--- src/rtl/wb_io_ctrl.sv ---
// wb_io_ctrl: Wishbone-slave pad controller. It provides per-pad output and
// output-enable registers and a synchronised input view. It also detects edges
// on the inputs and merges them into a single level interrupt.
module wb_io_ctrl #(
  parameter int          NUM_IO      = 27,
  parameter logic [31:0] ADDR_BASE   = 32'h3000_0000,
  parameter int          SYNC_STAGES = 2
) (
  input  logic              wb_clk_i,
  input  logic              wb_rst_i,
  input  logic              wbs_cyc_i,
  input  logic              wbs_stb_i,
  input  logic              wbs_we_i,
  input  logic [3:0]        wbs_sel_i,
  input  logic [31:0]       wbs_adr_i,
  input  logic [31:0]       wbs_dat_i,
  output logic              wbs_ack_o,
  output logic [31:0]       wbs_dat_o,
  input  logic [NUM_IO-1:0] io_in,
  output logic [NUM_IO-1:0] io_out,
  output logic [NUM_IO-1:0] io_oeb,
  output logic              irq_o
);

  localparam logic [5:0] OFS_OUT      = 6'd0;
  localparam logic [5:0] OFS_OEB      = 6'd1;
  localparam logic [5:0] OFS_IN       = 6'd2;
  localparam logic [5:0] OFS_IRQ_EN   = 6'd3;
  localparam logic [5:0] OFS_IRQ_STAT = 6'd4;
  localparam logic [5:0] OFS_EDGE_SEL = 6'd5;
  localparam logic [5:0] OFS_OUT_SET  = 6'd6;
  localparam logic [5:0] OFS_OUT_CLR  = 6'd7;

  // Edge detection stays off until the synchroniser and prev register hold real pad data.
  localparam logic [2:0] WARM_DONE = 3'(SYNC_STAGES + 1);

  logic [NUM_IO-1:0] out_q;
  logic [NUM_IO-1:0] oeb_q;
  logic [NUM_IO-1:0] irq_en_q;
  logic [NUM_IO-1:0] irq_stat_q;
  logic [NUM_IO-1:0] edge_sel_q;
  logic [NUM_IO-1:0] sync_q [SYNC_STAGES];
  logic [NUM_IO-1:0] prev_q;
  logic [2:0]        warm_q;

  logic              page_hit;
  logic              accept;
  logic              wr_acc;
  logic [5:0]        offset;
  logic [31:0]       sel_mask;
  logic [31:0]       rd_data;
  logic [NUM_IO-1:0] wr_mask;
  logic [NUM_IO-1:0] wr_bits;
  logic [NUM_IO-1:0] in_sync;
  logic [NUM_IO-1:0] rise;
  logic [NUM_IO-1:0] fall;
  logic [NUM_IO-1:0] edge_hit;
  logic [NUM_IO-1:0] stat_clr;
  logic              unused_bits;

  // An accepted access blocks the next cycle through the ack term, so a held strobe gets one ack every other cycle.
  assign page_hit = (wbs_adr_i[31:8] == ADDR_BASE[31:8]);
  assign accept   = wbs_cyc_i & wbs_stb_i & page_hit & ~wbs_ack_o;
  assign wr_acc   = accept & wbs_we_i;
  assign offset   = wbs_adr_i[7:2];
  assign sel_mask = {{8{wbs_sel_i[3]}}, {8{wbs_sel_i[2]}}, {8{wbs_sel_i[1]}}, {8{wbs_sel_i[0]}}};
  assign wr_mask  = sel_mask[NUM_IO-1:0];
  assign wr_bits  = wbs_dat_i[NUM_IO-1:0] & wr_mask;
  assign in_sync  = sync_q[SYNC_STAGES-1];

  assign unused_bits = &{1'b0, wbs_adr_i[1:0], wbs_dat_i, sel_mask};

  assign io_out = out_q;
  assign io_oeb = oeb_q;

  // Read mux: bits above NUM_IO and unmapped or write-only offsets read as zero.
  always_comb begin
    rd_data = '0;
    case (offset)
      OFS_OUT:      rd_data[NUM_IO-1:0] = out_q;
      OFS_OEB:      rd_data[NUM_IO-1:0] = oeb_q;
      OFS_IN:       rd_data[NUM_IO-1:0] = in_sync;
      OFS_IRQ_EN:   rd_data[NUM_IO-1:0] = irq_en_q;
      OFS_IRQ_STAT: rd_data[NUM_IO-1:0] = irq_stat_q;
      OFS_EDGE_SEL: rd_data[NUM_IO-1:0] = edge_sel_q;
      default:      rd_data = '0;
    endcase
  end

  // Edge qualification per pad, plus the W1C clear mask from the current access.
  always_comb begin
    rise     = in_sync & ~prev_q;
    fall     = ~in_sync & prev_q;
    edge_hit = '0;
    stat_clr = '0;
    if (warm_q == WARM_DONE) begin
      edge_hit = (rise & edge_sel_q) | (fall & ~edge_sel_q);
    end
    if (wr_acc && (offset == OFS_IRQ_STAT)) begin
      stat_clr = wr_bits;
    end
  end

  // Input synchroniser chain, previous-value register and post-reset warm-up counter.
  always_ff @(posedge wb_clk_i) begin
    if (wb_rst_i) begin
      for (int s = 0; s < SYNC_STAGES; s++) begin
        sync_q[s] <= '0;
      end
      prev_q <= '0;
      warm_q <= '0;
    end else begin
      sync_q[0] <= io_in;
      for (int s = 1; s < SYNC_STAGES; s++) begin
        sync_q[s] <= sync_q[s-1];
      end
      prev_q <= in_sync;
      if (warm_q != WARM_DONE) begin
        warm_q <= warm_q + 3'd1;
      end
    end
  end

  // Bus handshake and register file. An edge set takes priority over a W1C clear on the same bit.
  always_ff @(posedge wb_clk_i) begin
    if (wb_rst_i) begin
      wbs_ack_o  <= 1'b0;
      wbs_dat_o  <= '0;
      out_q      <= '0;
      oeb_q      <= '1;
      irq_en_q   <= '0;
      irq_stat_q <= '0;
      edge_sel_q <= '1;
    end else begin
      wbs_ack_o  <= accept;
      wbs_dat_o  <= accept ? rd_data : 32'h0;
      irq_stat_q <= (irq_stat_q & ~stat_clr) | edge_hit;
      if (wr_acc) begin
        case (offset)
          OFS_OUT:      out_q      <= (out_q & ~wr_mask) | wr_bits;
          OFS_OEB:      oeb_q      <= (oeb_q & ~wr_mask) | wr_bits;
          OFS_IRQ_EN:   irq_en_q   <= (irq_en_q & ~wr_mask) | wr_bits;
          OFS_EDGE_SEL: edge_sel_q <= (edge_sel_q & ~wr_mask) | wr_bits;
          OFS_OUT_SET:  out_q      <= out_q | wr_bits;
          OFS_OUT_CLR:  out_q      <= out_q & ~wr_bits;
          default:      ;
        endcase
      end
    end
  end

  // Registered interrupt line, one cycle behind the status and enable registers.
  always_ff @(posedge wb_clk_i) begin
    if (wb_rst_i) begin
      irq_o <= 1'b0;
    end else begin
      irq_o <= |(irq_stat_q & irq_en_q);
    end
  end

endmodule
--- config.mk ---
export PLATFORM = sky130hd
export DESIGN_NAME = wb_io_ctrl
export DESIGN_NICKNAME = d
export VERILOG_FILES = /design/src/rtl/wb_io_ctrl.sv
export SDC_FILE = /design/constraint.sdc
export NUM_CORES = 1
export LEC_CHECK = 0
export ABC_AREA = 1
export BUFFER_PORTS_ARGS = -buffer_cell sky130_fd_sc_hd__buf_2
export CAP_MARGIN = 20
export CORE_MARGIN = 2
export CORE_UTILIZATION = 61
export DETAILED_ROUTE_END_ITERATION = 7
export PLACE_DENSITY = 0.92
export SLEW_MARGIN = 40
export SYNTH_ARGS = -nofsm -noshare
export SYNTH_HDL_FRONTEND = slang
export SYNTH_SLANG_ARGS = --single-unit
--- constraint.sdc ---
create_clock -name wb_clk_i -period 4.4 [get_ports wb_clk_i]
set_input_delay 0.88 -clock wb_clk_i [delete_from_list [all_inputs] [get_ports wb_clk_i]]
set_output_delay 0.88 -clock wb_clk_i [all_outputs]
set_load 0.02 [all_outputs]
==> metrics.yaml, run 1 <==
detailed_routing:
  viasPerCell: 5.71
  drc: 0
  vias: 11338
  routed_wl_mm: 32.0
  dr.pass1.iters: 8
  drt_first_iter_violations: 1538
  ant_nets: 0
  wire_per_inst_um: 16.1
clock_network:
  cts_buffers: 25
  clk-insertion-delay-late_ns: 0.53
  cts_resized: 0
  cts_root_buf: "clkbuf_16"
  clock_path_buffers: 3
  cts_hold_buf: 0
  postCtsSetupRepairBufs: 0
  path_clk_slew_ns: 0.06
  ctsHtreeMaxLevel: 1
  cts_tree: "yes"
  clock_sinks: 248
setup_path:
  cp_max_fo: 54
  path_cells: "buf_2, nor2_4, nand3_2, inv_2, nand2_2, nand2_4, nand4_1, nand2_1, a21oi_1"
  worstSetupEndpointType: "register"
  cp.required_ns: 4.78
  worstSetupPathType: "in -> reg"
  crit_arrival_ns: 3.07
  cp-start-kind: "input port"
  max_stage_delay_ns: 0.74
  r2r_slack_ns: 2.13
  slowest_stage: "nand2_4"
sta:
  relSlewSlack: 0.462
  drv_slew: 0
  worst_pin_slew_ns: 0.804
  hold_violations: 0
  setup_viol: 0
  grt_setup_unrepaired: "false"
  skew_ns: 0.00943
  min_period_ns: 2.69
  period_share: 0.612
  fmax_mhz: 371
  finalSetupTns_ns: 0
floorplanning:
  core_area_sq_um: 17900
  die_area_sq_um: 19300
  pin_count: 188
  row_count: 49
  fp.dieW_um: 139
  initial_core_util: 0.619
  dieHeight_um: 139
yosys:
  yosysWarnings: 0
  synth_area_leaders: "dfxtp_1 45%, nand2_1 12%, inv_1 9.2%"
  synth_top_area_share: 0.448
  synth_edf_count: 0
  yosysTopAreaCell: "dfxtp_1"
  ys_seq_area_frac: 0.448
  synthCells: 1601
  synth-async-reset-ratio: 0
  netlist_area_sq_um: 11100
  yosysMostFrequentCell: "nand2_1"
  synth_ff_type: "dfxtp_1"
  ys_ff_latch: 248
  syn_avg_cell_area_sq_um: 6.92
  yosysUniqueCellTypes: 33
  synthTopCellsByCount: "357 x nand2_1, 271 x inv_1, 248 x dfxtp_1"
grt:
  grt-ovfl-total: 0
  grt_usage: 0.320
  grt_max_degree: 94
  grt_pass1_wl_mm: 51.3
  grt_pass1_vias: 10667
  antenna_found_initial: 1
layout:
  design_area_sq_um: 12800
  final_layout_size_suffix_gt1_frac: 0.149
  final.fill_count: 1356
  num-nets-final: 1837
  syn2layout_area_growth_pct: 15.7
placement:
  place_hpwl_mm: 19.7
  io_buffer_count: 175
  place_congestion: 0.894
  place_area_sq_um: 11900
run:
  cap_violations: 0
status:
  outcome: "complete, no violations"
power_and_ir_drop:
  ir_drop_mv: 0.338
  powerDensity_nw_per_um2: 380
  finalPower_mw: 4.87
  power.leakage_nw: 6.33
hold_path:
  hp-class: "reg -> reg"
power breakdown:
part	total, mW	switching (mW)	internal (mW)	leakage (nW)
sequential	2.31	0.0230	2.29	2.01
combinational	0.291	0.206	0.0844	3.87
clock	2.27	0.876	1.39	0.439
total	4.87	1.11	3.77	6.33
per-layer routing:
| metal | routed length, um | share of wire | track usage |
|---|---|---|---|
| met1 | 12200 | 0.38 | 0.411 |
| met3 | 3730 | 0.12 | 0.0535 |
| met2 | 14700 | 0.46 | 0.518 |
| met5 | 0 | 0 | 0 |
| met4 | 1330 | 0.041 | 0.174 |
worst max-delay path, delay by kind of cell:
family | cells | cell delay (ns)
AND/OR/NAND/NOR | 6 | 1.85
buffers and inverters | 2 | 0.25
AO/OA/AOI/OAI | 1 | 0.06
path summary, 6_finish.rpt:
check,startpoint,end,cells after the start
max reg2reg,wbs_ack_o,register,6
max,wbs_adr_i[7],io_out[23],9
min reg2reg,sync_q[0][7],sync_q[0][34],2
min,sync_q[0][7],sync_q[0][34],2
layout by cell type, fill, tap and decap left out, types with 2 or more instances in the layout:
master	count
nand3_1	85
nor2_2	4
dfxtp_1	248
clkbuf_16	25
inv_2	2
buf_2	173
o21ai_0	44
clkbuf_8	7
o21ai_1	16
clkinv_2	4
buf_4	13
inv_1	270
a221oi_1	4
nand4_1	87
clkbuf_1	3
nand2_4	5
ha_1	2
a31oi_1	26
nor2_8	2
nand4_2	5
a22oi_1	26
nand2_2	6
nor2_4	5
nand2_1	357
a21oi_1	82
nor2_1	233
diode_2	2
bufinv_16	4
conb_1	5
cells by family (layout without fill, tap and decap cells):
logic type	after synthesis	after routing	share of synthesized area
AND/OR/NAND/NOR	793	793	0.316
buffers and inverters	358	506	0.133
flip-flops	248	248	0.448
AO/OA/AOI/OAI	198	198	0.0996
adder cells (fa/ha/maj)	2	2	0.00226
other	1	7	0.000339
XOR/XNOR	1	1	0.000791
stage by stage:
| stage | instances | setup WS [ns] | hold WS [ns] | util |
|---|---|---|---|---|
| 3_5_place_dp | 1937 | 1.27 | 0.394 | 0.666 |
| 6_report | 1984 | 1.71 | 0.404 | 0.716 |
| 5_1_grt | 1983 | 1.59 | 0.414 | 0.716 |
| 2_1_floorplan | 1605 | 2.37 | 0.388 | - |
| 3_3_place_gp | 1937 | 1.35 | 0.392 | 0.665 |
| 4_1_cts | 1982 | 1.78 | 0.403 | 0.715 |
final cells by class:
cell class	instances	area, sq um	share of cell area
Clock inverter	10	156	0.0122
Multi-Input combinational cell	999	4660	0.364
Antenna cell	2	5.00	0.000391
Timing Repair Buffer	187	975	0.0761
Sequential cell	248	4960	0.387
Inverter	274	1030	0.0805
Clock buffer	35	733	0.0572
Tap cell	229	287	0.0224
No activity file was read; power rests on OpenSTA's default activity.
==> run 2, diff against run 1 <==
--- a/config.mk
+++ b/config.mk
@@ -9,9 +9,9 @@
 export BUFFER_PORTS_ARGS = -buffer_cell sky130_fd_sc_hd__buf_2
 export CAP_MARGIN = 20
 export CORE_MARGIN = 2
-export CORE_UTILIZATION = 61
+export CORE_UTILIZATION = 51
 export DETAILED_ROUTE_END_ITERATION = 7
-export PLACE_DENSITY = 0.92
+export PLACE_DENSITY = 0.82
 export SLEW_MARGIN = 40
 export SYNTH_ARGS = -nofsm -noshare
 export SYNTH_HDL_FRONTEND = slang
==> constraint.sdc (replaced) <==
create_clock -name wb_clk_i -period 2.3 [get_ports wb_clk_i]
set_input_delay 0.46 -clock wb_clk_i [delete_from_list [all_inputs] [get_ports wb_clk_i]]
set_output_delay 0.46 -clock wb_clk_i [all_outputs]
set_load 0.02 [all_outputs]
==> metrics.yaml, run 2 (same netlist as run 1, synthesis figures left out) <==
power_and_ir_drop:
  power.leakage_nw: 6.42  # +1.4%
  powerDensity_nw_per_um2: 687  # +80%
  ir_drop_mv: 0.609  # +80%
  finalPower_mw: 8.94  # +83%
clock_network:
  cts_buffers: 26  # +4.0%
  ctsHtreeMaxLevel: 1  # unchanged
  cts_resized: 0  # unchanged
  cts_hold_buf: 0  # unchanged
  path_clk_slew_ns: 0.06  # about the same
  cts_root_buf: "clkbuf_16"
  clock_path_buffers: 3  # unchanged
  cts_tree: "yes"
  clk-insertion-delay-late_ns: 0.52  # about the same
  clock_sinks: 248  # unchanged
  postCtsSetupRepairBufs: 0  # unchanged
floorplanning:
  dieHeight_um: 151  # +9.1%
  row_count: 53  # +8.2%
  initial_core_util: 0.524  # -0.0951
  pin_count: 188  # unchanged
  die_area_sq_um: 22900  # +19%
  core_area_sq_um: 21200  # +18%
  fp.dieW_um: 151  # +9.1%
layout:
  final_util: 0.616  # -0.100
  final_layout_size_suffix_gt1_frac: 0.157  # +0.00725
  num-nets-final: 1859  # +1.2%
  layout.cells.non_filler: 2050  # +3.3%
  syn2layout_area_growth_pct: 17.6
  layout_common_cells: "357 x nand2_1, 270 x inv_1, 248 x dfxtp_1"
  design_area_sq_um: 13000  # +1.6%
  layout_commonest_cell: "nand2_1"
  final.fill_count: 1901  # +40%
setup_path:
  reg2reg_depth: 6  # unchanged
  cpLargestDelayFamily: "simple AND/OR/NAND/NOR gates"
  cp-start-kind: "register"
  cp.required_ns: 2.73  # -2.05 ns
  r2r_end: "wbs_dat_o[7]"
  crit_arrival_ns: 2.29  # -0.78 ns
  crit_start: "wbs_ack_o"
  path_cells: "nor2_2, nand3_1, nor2_4, buf_4, nand2_4, a31oi_1"
  max_stage_delay_ns: 0.32  # -0.42 ns
  cp_max_fo: 28  # -48%
  timing.rr.start: "wbs_ack_o"
  worstSetupEndpointType: "register"
  cp.depth: 6  # -3
  crit_end: "wbs_dat_o[7]"
  worstSetupPathType: "reg -> reg"
  slowest_stage: "dfxtp_1"
  worstPathBufferInverterCount: 1  # -1
  r2r_slack_ns: 0.44  # -1.69 ns
grt:
  antenna_found_initial: 1  # unchanged
  grt-ovfl-total: 0  # unchanged
  grt_pass1_vias: 10229  # -4.1%
  grt_pass1_wl_mm: 49.9  # -2.6%
  grt_usage: 0.274  # -0.0460
  grt_max_degree: 138  # +47%
detailed_routing:
  drc: 0  # unchanged
  routed_wl_mm: 32.0  # +0.22%
  vias: 10992  # -3.1%
  ant_nets: 0  # unchanged
  wire_per_inst_um: 15.6  # -3.0%
  dr.pass1.iters: 5  # -3
  drt_first_iter_violations: 1024  # -33%
  viasPerCell: 5.36  # -6.2%
placement:
  io_buffer_count: 175  # unchanged
  dp_cells: 2004  # +3.5%
  place_area_sq_um: 12200  # +2.6%
  place_hpwl_mm: 20.9  # +5.8%
  dpl_worst_slack_ns: 0.0955  # -1.18 ns
  place_congestion: 0.862  # -3.6%
sta:
  skew_ns: 0.00794  # -0.00149 ns
  hold_violations: 0  # unchanged
  min_period_ns: 1.86
  setup_viol: 0  # unchanged
  fmax_mhz: 538
  drv_slew: 0  # unchanged
  period_share: 0.809
  relSlewSlack: 0.547  # +0.0850
  hold-worst-slack_ns: 0.133  # -0.271 ns
  worst_pin_slew_ns: 0.680  # -0.125 ns
  finalSetupTns_ns: 0  # unchanged
  grt_setup_unrepaired: "false"
  worst_slack_ns: 0.440  # -1.27 ns
status:
  outcome: "complete, no violations"
hold_path:
  hp-class: "in -> reg"
run:
  cap_violations: 0  # unchanged
run 2: per-layer routing:
layer  global-route usage  wire length [um]  part of all wire
met1                0.349             12800              0.40
met2                0.458             14800              0.46
met3               0.0367              3000             0.094
met4                0.131              1410             0.044
met5                    0                 0                 0
run 2: power breakdown:
group | switching [mW] | leakage [nW] | internal (mW)
sequential | 0.0443 | 2.01 | 4.38
clock | 1.67 | 0.397 | 2.27
combinational | 0.393 | 4.01 | 0.175
run 2: how the worst min path moves through the flow:
stage                     cells past startpoint            end    startpoint
after global routing                          3  sync_q[0][12]     io_in[12]
after global placement                        2  sync_q[0][29]  sync_q[0][2]
after CTS                                     3  sync_q[0][11]     io_in[11]
after detailed placement                      2  sync_q[0][32]  sync_q[0][5]
after floorplan                               2  sync_q[0][27]  sync_q[0][0]
final                                         3  sync_q[0][25]     io_in[25]
run 2: area by class of cell:
type,count,area (sq um),area share
well taps,275,344,0.0264
multi-input cells,999,4660,0.358
clock buffers,39,761,0.0584
repair buffers,208,1230,0.0941
flip-flops and latches,248,4960,0.381
diodes,1,2.50,0.000192
inverters,274,1030,0.0792
clock inverters,6,36.3,0.00279
run 2: worst reg2reg max path, cell delays in order, from the launching register on:
cell and delay, ns:
dfxtp_1 0.32, nor2_2 0.12, nand3_1 0.15, nor2_4 0.31, buf_4 0.27, nand2_4 0.29
a31oi_1 0.32
